==> src/rtl/bit_steg_pkg.sv <==
// Shared definitions for the LSB steganography embedder/extractor pair.
// Both sides take their default frame geometry and sync header from here.
package bit_steg_pkg;

  localparam int         BPS_DEFAULT            = 24;
  localparam int         MESSAGE_LENGTH_DEFAULT = 88;
  localparam logic [7:0] SYNC_WORD_DEFAULT      = 8'hA5;

  typedef enum logic {
    ST_HUNT    = 1'b0,
    ST_COLLECT = 1'b1
  } state_e;

  // Width needed to hold a bit count from 0 up to and including n.
  function automatic int count_width(input int n);
    return $clog2(n + 1);
  endfunction

endpackage

==> src/rtl/lsb_sync_detector.sv <==
// Sliding 8-bit header matcher for the extractor's HUNT phase; pulses match on
// the edge whose incoming bit completes SYNC_WORD, overlapping prefixes included.
module lsb_sync_detector
  import bit_steg_pkg::*;
#(
  parameter logic [7:0] SYNC_WORD = SYNC_WORD_DEFAULT
) (
  input  logic in_clk,
  input  logic in_rst,
  input  logic clear,
  input  logic bit_valid,
  input  logic bit_in,
  output logic match
);

  // Seven stored bits plus the live bit form the 8-bit comparison window.
  logic [6:0] window_q, window_d;
  logic [7:0] candidate;

  assign candidate = {window_q, bit_in};
  assign match     = bit_valid && (candidate == SYNC_WORD);

  always_comb begin
    window_d = window_q;
    if (clear || match) begin
      window_d = '0;
    end else if (bit_valid) begin
      window_d = candidate[6:0];
    end
  end

  always_ff @(posedge in_clk) begin
    if (in_rst) begin
      window_q <= '0;
    end else begin
      window_q <= window_d;
    end
  end

endmodule

==> src/rtl/bit_extractor_seq.sv <==
// Recovers an LSB-embedded message from a sample stream, MSB first.
// Define BIT_EXTRACTOR_SYNC_EN to hunt for SYNC_WORD before each message.
module bit_extractor_seq
  import bit_steg_pkg::*;
#(
  parameter int         BPS            = BPS_DEFAULT,
  parameter int         MESSAGE_LENGTH = MESSAGE_LENGTH_DEFAULT,
  parameter logic [7:0] SYNC_WORD      = SYNC_WORD_DEFAULT,
  localparam int        CW             = count_width(MESSAGE_LENGTH)
) (
  input  logic                      in_clk,
  input  logic                      in_rst,
  input  logic                      in_enable,
  input  logic [BPS-1:0]            in_frame,
  input  logic                      in_clear,
  output logic [MESSAGE_LENGTH-1:0] out_message,
  output logic                      out_ready,
  output logic [CW-1:0]             out_bit_count,
  output logic                      out_busy
);

  localparam logic [CW-1:0] LAST_IDX = CW'(MESSAGE_LENGTH - 1);

  // The oldest message bit leaves through the concatenation, so only
  // MESSAGE_LENGTH-1 bits need storing.
  logic [MESSAGE_LENGTH-2:0] shift_q, shift_d;
  logic [MESSAGE_LENGTH-1:0] shifted;
  logic [MESSAGE_LENGTH-1:0] message_q, message_d;
  logic [CW-1:0]             count_q, count_d;
  logic                      ready_q, ready_d;
  logic                      collecting;
  logic                      complete;
  logic                      sample_bit;
  logic                      unused_frame;

  assign sample_bit   = in_frame[0];
  assign unused_frame = ^in_frame;
  assign shifted      = {shift_q, sample_bit};
  assign complete     = in_enable && !in_clear && collecting && (count_q == LAST_IDX);

`ifdef BIT_EXTRACTOR_SYNC_EN
  state_e state_q, state_d;
  logic   hunt_seen_q, hunt_seen_d;
  logic   hunt_valid;
  logic   sync_match;

  assign collecting = (state_q == ST_COLLECT);
  assign hunt_valid = in_enable && !in_clear && (state_q == ST_HUNT);

  lsb_sync_detector #(
    .SYNC_WORD (SYNC_WORD)
  ) u_sync (
    .in_clk    (in_clk),
    .in_rst    (in_rst),
    .clear     (in_clear),
    .bit_valid (hunt_valid),
    .bit_in    (sample_bit),
    .match     (sync_match)
  );

  always_comb begin
    state_d     = state_q;
    hunt_seen_d = hunt_seen_q;
    if (in_clear) begin
      state_d     = ST_HUNT;
      hunt_seen_d = 1'b0;
    end else if (hunt_valid) begin
      hunt_seen_d = !sync_match;
      if (sync_match) state_d = ST_COLLECT;
    end else if (complete) begin
      state_d = ST_HUNT;
    end
  end

  always_ff @(posedge in_clk) begin
    if (in_rst) begin
      state_q     <= ST_HUNT;
      hunt_seen_q <= 1'b0;
    end else begin
      state_q     <= state_d;
      hunt_seen_q <= hunt_seen_d;
    end
  end

  assign out_busy = (count_q != '0) || ((state_q == ST_HUNT) && hunt_seen_q);
`else
  localparam logic unused_sync_word = ^SYNC_WORD;

  assign collecting = 1'b1;
  assign out_busy   = (count_q != '0);
`endif

  always_comb begin
    // NOTE: every next-state signal gets its hold value first, so no path
    // through this block can infer a latch.
    shift_d   = shift_q;
    count_d   = count_q;
    message_d = message_q;
    ready_d   = 1'b0;
    if (in_clear) begin
      shift_d = '0;
      count_d = '0;
    end else if (in_enable && collecting) begin
      shift_d = shifted[MESSAGE_LENGTH-2:0];
      if (complete) begin
        message_d = shifted;
        ready_d   = 1'b1;
        count_d   = '0;
      end else begin
        count_d = count_q + CW'(1);
      end
    end
  end

  always_ff @(posedge in_clk) begin
    // NOTE: sequential state uses non-blocking assignments so every register
    // samples its pre-edge inputs regardless of statement order.
    if (in_rst) begin
      shift_q   <= '0;
      count_q   <= '0;
      message_q <= '0;
      ready_q   <= 1'b0;
    end else begin
      shift_q   <= shift_d;
      count_q   <= count_d;
      message_q <= message_d;
      ready_q   <= ready_d;
    end
  end

  assign out_message   = message_q;
  assign out_ready     = ready_q;
  assign out_bit_count = count_q;

endmodule

==> config.mk <==
export PLATFORM = sky130hd
export DESIGN_NAME = bit_extractor_seq
export DESIGN_NICKNAME = d
export VERILOG_FILES = /design/src/rtl/bit_steg_pkg.sv /design/src/rtl/lsb_sync_detector.sv /design/src/rtl/bit_extractor_seq.sv
export SDC_FILE = /design/constraint.sdc
export NUM_CORES = 1
export LEC_CHECK = 0
export CORE_MARGIN = 2
export CORE_UTILIZATION = 57
export CTS_CLUSTER_DIAMETER = 40
export DETAILED_ROUTE_END_ITERATION = 7
export GPL_TIMING_DRIVEN = 0
export HOLD_SLACK_MARGIN = 0.1
export PLACE_DENSITY = 0.85
export SLEW_MARGIN = 20
export SYNTH_ARGS = -nofsm -noshare
export SYNTH_HDL_FRONTEND = slang
export SYNTH_SLANG_ARGS = --single-unit
==> constraint.sdc <==
create_clock -name in_clk -period 2.63 [get_ports in_clk]
set_input_delay 0.3945 -clock in_clk [delete_from_list [all_inputs] [get_ports in_clk]]
set_output_delay 0.3945 -clock in_clk [all_outputs]
set_load 0.03 [all_outputs]
; ---- Yosys cells after proc, flatten, opt, wreduce, memory -nomap -nowiden
; Cells that the tools add are included.
[word_totals]
ff_bits = 183
in_bits = 28
output_inout_bits = 97
elab_cells = 17
[op_classes]
add_sub_neg = 1
n_eq_ne = 1
muxes = 2
bitwise = 2
reduce_logical = 7
[ops]
columns = cell, n
row1 = 7-bit by 1-bit adder with 7-bit output (second input constant), 1
row2 = 7-bit == test (second input constant), 1
row3 = 7-bit 2-to-1 mux, 1
row4 = 7-bit nonzero test, 1
row5 = 3-bit AND reduction, 1
row6 = 3-bit OR reduction, 1
row7 = 1-bit logical AND, 2
row8 = 1-bit inverter, 2
row9 = 2-bit OR reduction, 1
row10 = 1-bit zero test, 1
row11 = 1-bit 2-to-1 mux, 1

; ---- Depth between registers and ports, before layout
; Gate-level depths: netlist (run 1).
[depth]
word_depth = 4
mapped_depth = 6
mapped_depth_nobuf = 4

; ---- Least setup slack after synthesis (run 1)
; No wires, ideal clock.
[synth_timing]
kind = reg-to-reg
start = register count_q[4] (netlist: out_bit_count[4])
end = register message_q[0] (netlist: out_message[0])
setup_time_ns = 0.072
arrival_time_ns = 1.763
required_time_ns = 2.558
slack_ns = 0.795
path_stages_with_launch = 6
n_path_buf = 2
synth_period_minus_slack_ns = 1.835
cell_sequence = dfxtp_1 -> or4b_4 -> nor3_4 -> buf_12 -> buf_12 -> mux2i_1
[synth_via]
elab_chain_cells = 3
[synth_rtl]
columns = element, line
row1 = from (decl), bit_extractor_seq.sv:29  ; logic [CW-1:0] count_q, count_d;
row2 = from (signal assigned), bit_extractor_seq.sv:125  ; count_q <= count_d;
row3 = 7-bit == test, bit_extractor_seq.sv:39  ; assign complete = in_enable && !in_clear && collecting && (count_q == LAST_IDX);
row4 = 1-bit logical AND, bit_extractor_seq.sv:39
row5 = 3-bit AND reduction (no line), --
row6 = to (signal assigned), bit_extractor_seq.sv:126  ; message_q <= message_d;
row7 = to (decl), bit_extractor_seq.sv:28  ; logic [MESSAGE_LENGTH-1:0] message_q, message_d;
; No other way between the ends.
; A chain may end at the register's enable or synchronous reset.

; ---- Worst setup path after layout (run 1)
[layout_timing]
start = register count_q[0] (netlist: out_bit_count[0])
end = output port out_busy
[layout_via]
elab_chain_cells = 1
[layout_rtl]
columns = element, line
row1 = 7-bit nonzero test, bit_extractor_seq.sv:90  ; assign out_busy = (count_q != '0);
row2 = to (decl), bit_extractor_seq.sv:19  ; output logic out_busy
; No other way between the ends.

==> results of run 1 <==
[registers in the layout, indices dropped and copies added, names as in the netlist]
register / flops
out_message: 88
shift_q: 87
out_bit_count: 7
out_ready: 1
[cell usage after synthesis (2+ instances only)]
master,instances,area (µm²)
or3_1,2,12.5
inv_1,3,11.3
nand4_1,2,12.5
nand3_1,2,10.0
ha_1,2,25.0
nor2_1,92,345
nand2_1,3,11.3
dfxtp_1,183,3660
clkbuf_1,31,116
buf_12,10,200
buf_2,9,45.0
mux2i_1,176,1760
o21ai_0,2,10.0
nand2b_1,177,1110
[logic make-up after synthesis]
kind of cell | after synthesis
buffers and inverters | 54
AOI/OAI and AO/OA | 7
adders and majority gates | 2
and+or+nand+nor | 285
DFF | 183
muxes | 176
xor gates and xnor gates | 2
[metrics by stage]
| step | hold slack (ns) | power, mW | worst slack, ns | instances | util |
|---|---|---|---|---|---|
| finish | 0.469 | 6.04 | 0.285 | 1013 | 0.741 |
| detailed placement | 0.460 | 3.03 | 0.347 | 981 | 0.684 |
| CTS | 0.473 | 6.08 | 0.276 | 1013 | 0.741 |
| global placement | 0.458 | 3.03 | 0.417 | 981 | 0.684 |
| global route | 0.486 | 6.21 | 0.195 | 1013 | 0.741 |
| floorplan | 0.451 | 2.98 | 0.795 | 709 | - |
[power by group]
group / switching (mW) / total, mW / leakage, nW / internal, mW
combinational: 0.109 / 0.195 / 1.47 / 0.0870
clock: 1.05 / 3.07 / 0.357 / 2.02
sequential: 0.00188 / 2.77 / 1.47 / 2.77
total: 1.16 / 6.04 / 3.30 / 4.88
[area by class of cell]
cell class,instances,area share
Clock buffer,19,0.0482
Multi-Input combinational cell,472,0.363
Sequential cell,183,0.390
Buffer,50,0.0385
Tap cell,172,0.0229
Inverter,4,0.00160
Clock inverter,13,0.0290
Timing Repair Buffer,100,0.107
[layer usage]
layer  vias to the layer above  GRT usage  wire length (µm)
met5                         -          0                 0
met4                         0     0.0640               206
met3                        19     0.0656               620
met2                        85      0.366              7300
met1                      2425      0.272              6820
li1                       2562          -                 -
[worst reg2reg max path: stages (launching register included)]
cell and delay, ns:
dfxtp_1 0.46, or4b_4 0.54, nor3_4 0.17, buf_12 0.21, buf_12 0.16, mux2i_1 0.22
[worst paths after layout]
kind / start / depth (start not counted) / slack [ns] / to
worst min-delay path: out_message[43] / 2 / 0.47 / out_message[43]
worst max-delay path: out_bit_count[0] / 4 / 0.28 / out_busy
worst max register to register: out_bit_count[4] / 5 / 0.78 / out_message[57]
worst min register to register: out_message[43] / 2 / 0.47 / out_message[43]
==> flow_summary.yaml, run 1 <==
finish:
  fill_cells: 873
  nets: 858
  mostFrequentLayoutCells: "dfxtp_1 (183), nand2b_1 (177), mux2i_1 (176)"
  areaGrowthSynthToFinish_pct: 26.1
  final_area_um2: 9400
  drive_gt1_frac: 0.0654
  layout_commonest_cell: "dfxtp_1"
  regArea_um2: 3660
  multi_input_area_um2: 3410
  antenna_cells: 0
timing:
  max_freq_mhz: 426
  hold_viol_final: 0
  relSlewSlack: 0.600
  min_period_ns: 2.35
  worst_pin_slew_ns: 0.599
  rsz0062_at_grt: "no"
  fin_setup_tns_ns: 0
  report.final.slew_viol_count: 0
  fin_skew_ns: 0.00415
  fin_crit_sh: 0.892
  setup_viol: 0
worst_setup_path:
  crit_required_ns: 2.24
  crit_type: "register to output port"
  cp_slowest_cell: "clkdlybuf4s50_1"
  endpoint_kind: "output port"
  max_stage_delay_ns: 0.69
  cp_max_fo: 5
  startpoint_type: "register"
  arrival_ns: 1.95
  path_cells: "inv_1 -> ha_1 -> nand4_1 -> clkdlybuf4s50_1"
  cp_num_buf_inv: 2
  crit_family: "buffers and inverters"
global_routing:
  grt_usage: 0.219
  antenna_found_initial: 0
  grt_first_pass_wirelength_mm: 25.0
  grt_pass1_vias: 5094
  grt_start_max_net_pins: 17
  gr-total-overflow: 0
clocking:
  postCtsHoldBufs: 0
  tritoncts: "built"
  clkLatencyLatePin_ns: 0.42
  clkTransAtPathRegs_ns: 0.06
  clockBufferDepth: 2
  cts-root-buf: "clkbuf_16"
  cts_setup_buffers: 0
  htreeDepth: 4
  cts-resized-gates: 0
  cts-buffers-inserted: 17
  cts.sinks: 183
logic_synthesis:
  synthMuxAreaShare: 0.236
  synth-adder-area-share: 0.00336
  syn_inst: 709
  synth_edf_count: 0
  synth_cell_types: 29
  synth_compound_area_frac: 0.00621
  synth_nets: 739
  synth_warnings: 0
  synth_xor_area_frac: 0.00235
  syn_avg_cell_area_um2: 10.5
  synthArstFlopShare: 0
  ys_seq_elements: 183
  synthFlopType: "dfxtp_1"
  synth_top_family_by_area: "multiplexers"
  syn_area_um2: 7450
  yosys.area_share.simple: 0.210
  seq_area_frac_synth: 0.492
place:
  hpwl_mm: 9.89
  place_area_um2: 8670
  routabilityCongestion: 0.798
  portBuffers: 100
floorplan:
  design.portCount: 125
  coreArea_um2: 12700
  dieArea_um2: 14000
  fp.dieH_um: 118
  fp.dieW_um: 118
  initial_core_util: 0.588
  rows: 41
outcome:
  status: "finished, final reports clean"
route:
  dr_total_vias: 5091
  drtIter0Drc: 216
  post_drt_wl_per_cell_um: 14.8
  dr.pass1.iters: 4
  finalWirelength_mm: 14.9
  drc: 0
  ant_nets: 0
  avgViaCountPerCell: 5.03
run:
  cap_violations: 0
power:
  power_density_nw_per_um2: 643
  peakVddDrop_uv: 451
  leakage_nw: 3.30
hold_path:
  hp-class: "register to register"
No activity file was read; power rests on OpenSTA's default activity.
==> inputs of run 2 (changes only) <==
--- a/config.mk
+++ b/config.mk
@@ -10,8 +10,9 @@
 export CTS_CLUSTER_DIAMETER = 40
 export DETAILED_ROUTE_END_ITERATION = 7
 export GPL_TIMING_DRIVEN = 0
-export HOLD_SLACK_MARGIN = 0.1
+export HOLD_SLACK_MARGIN = 0.12
 export PLACE_DENSITY = 0.85
+export SETUP_SLACK_MARGIN = 0.4
 export SLEW_MARGIN = 20
 export SYNTH_ARGS = -nofsm -noshare
 export SYNTH_HDL_FRONTEND = slang
==> run 2 against run 1 <==
Against the previous run:
- global-route usage stayed put
- core utilization hardly changed
- flip-flop and latch count stayed put
- routed wire length hardly changed
- critical path type unchanged
- clock power hardly changed
- via count hardly changed
- critical path depth stayed put
==> flow_summary.yaml, run 2 (synthesis gave the netlist of run 1 again) <==
power:
  power_density_nw_per_um2: 643
  leakage_nw: 3.30
  p_total_mw: 6.04
  peakVddDrop_uv: 451
worst_setup_path:
  crit_required_ns: 2.24
  endpoint_kind: "output port"
  cp_max_fo: 5
  crit_family: "buffers and inverters"
  ff2ff_path_depth: 5
  path_cells: "inv_1 -> ha_1 -> nand4_1 -> dlygate4sd2_1"
  cp_slowest_cell: "dlygate4sd2_1"
  cp.depth: 4
  rr_endpoint: "out_message[57]"
  cp_num_buf_inv: 2
  r2r_slack_ns: 0.78
  max_stage_delay_ns: 0.42
  arrival_ns: 1.67
  worstReg2RegStart: "out_bit_count[4]"
  startpoint_type: "register"
  crit_type: "register to output port"
global_routing:
  grt_first_pass_wirelength_mm: 25.0
  grt_usage: 0.219
  grt_pass1_vias: 5094
  gr-total-overflow: 0
  grt_start_max_net_pins: 17
  antenna_found_initial: 0
timing:
  rsz0062_at_grt: "no"
  report.final.slew_viol_count: 0
  max_freq_mhz: 485
  worst_pin_slew_ns: 0.599
  fin_skew_ns: 0.00415
  setup_viol: 0
  fin_crit_sh: 0.785
  fin_ws_ns: 0.566
  hold_viol_final: 0
  holdWs_ns: 0.469
  min_period_ns: 2.06
  fin_setup_tns_ns: 0
  relSlewSlack: 0.600
finish:
  final_cells: 1013
  nets: 858
  areaGrowthSynthToFinish_pct: 26.0
  fill_cells: 871
  drive_gt1_frac: 0.0654
  largest_reg_flops: 88
  layout_commonest_cell: "dfxtp_1"
  antenna_cells: 0
  mostFrequentLayoutCells: "dfxtp_1 (183), nand2b_1 (177), mux2i_1 (176)"
hold_path:
  whs_endpoint: "out_message[43]"
  worst_hold_startpoint: "out_message[43]"
  hp-class: "register to register"
  min_delay_path_depth: 2
place:
  hpwl_mm: 9.89
  pre_cts_ws_ns: 0.347
  place_inst: 981
  portBuffers: 100
  routabilityCongestion: 0.798
outcome:
  status: "finished, final reports clean"
floorplan:
  rows: 41
  dieArea_um2: 14000
  design.portCount: 125
  coreArea_um2: 12700
  initial_core_util: 0.588
  fp.dieW_um: 118
  fp.dieH_um: 118
clocking:
  cts-buffers-inserted: 17
  postCtsHoldBufs: 0
  cts_setup_buffers: 0
  clkLatencyLatePin_ns: 0.42
  htreeDepth: 4
  cts.sinks: 183
  clockBufferDepth: 2
  cts-root-buf: "clkbuf_16"
  tritoncts: "built"
  clkTransAtPathRegs_ns: 0.06
route:
  ant_nets: 0
  drc: 0
  finalWirelength_mm: 15.0
  post_drt_wl_per_cell_um: 14.8
  dr_total_vias: 5094
  drtIter0Drc: 216
  dr.pass1.iters: 4
  avgViaCountPerCell: 5.03
run:
  cap_violations: 0
## run 2: layout make-up
type / count / area [µm²] / share of cell area
sequential: 183 / 3660 / 0.390
multi-input combinational: 472 / 3410 / 0.363
timing repair buffer: 100 / 1000 / 0.106
clock buffer: 19 / 453 / 0.0482
buffer: 50 / 362 / 0.0385
clock inverter: 13 / 273 / 0.0290
tap: 172 / 215 / 0.0229
inverter: 4 / 15.0 / 0.00160
## run 2: per-stage QoR
stage | instance area, µm² | utilization
2_1_floorplan | 7450 | -
3_3_place_gp | 8670 | 0.684
3_5_place_dp | 8670 | 0.684
4_1_cts | 9390 | 0.741
5_1_grt | 9390 | 0.741
6_report | 9390 | 0.741
## run 2: where the power goes
group,switching (mW),total [mW],internal [mW]
Sequential,0.00188,2.77,2.77
Clock,1.05,3.07,2.02
Combinational,0.108,0.195,0.0863
Total,1.16,6.04,4.88
## run 2: routing by layer
layer / wire (µm) / track usage / part of all wire / up-vias
met4: 206 / 0.0640 / 0.014 / 0
met5: 0 / 0 / 0 / -
met3: 620 / 0.0656 / 0.041 / 19
met1: 6810 / 0.272 / 0.46 / 2428
li1: - / - / - / 2562
met2: 7310 / 0.366 / 0.49 / 85
## run 2: what timing repair did
action                                  in CTS  in global routing
endpoints found under the setup margin       1                  0
resized for setup                            1                  0
endpoints found under the hold margin        0                  0
## run 2: worst max path at each step
stage                       to             start
2_1_floorplan   out_message[0]  out_bit_count[4]
3_3_place_gp   out_message[70]          in_clear
3_5_place_dp   out_message[81]          in_clear
4_1_cts               out_busy  out_bit_count[0]
5_1_grt               out_busy  out_bit_count[0]
6_report              out_busy  out_bit_count[0]
## run 2: worst reg2reg max path: stages (launching register included)
cell and delay, ns:
dfxtp_1 0.46, or4b_4 0.54, nor3_4 0.17, buf_12 0.21
buf_12 0.16, mux2i_1 0.22
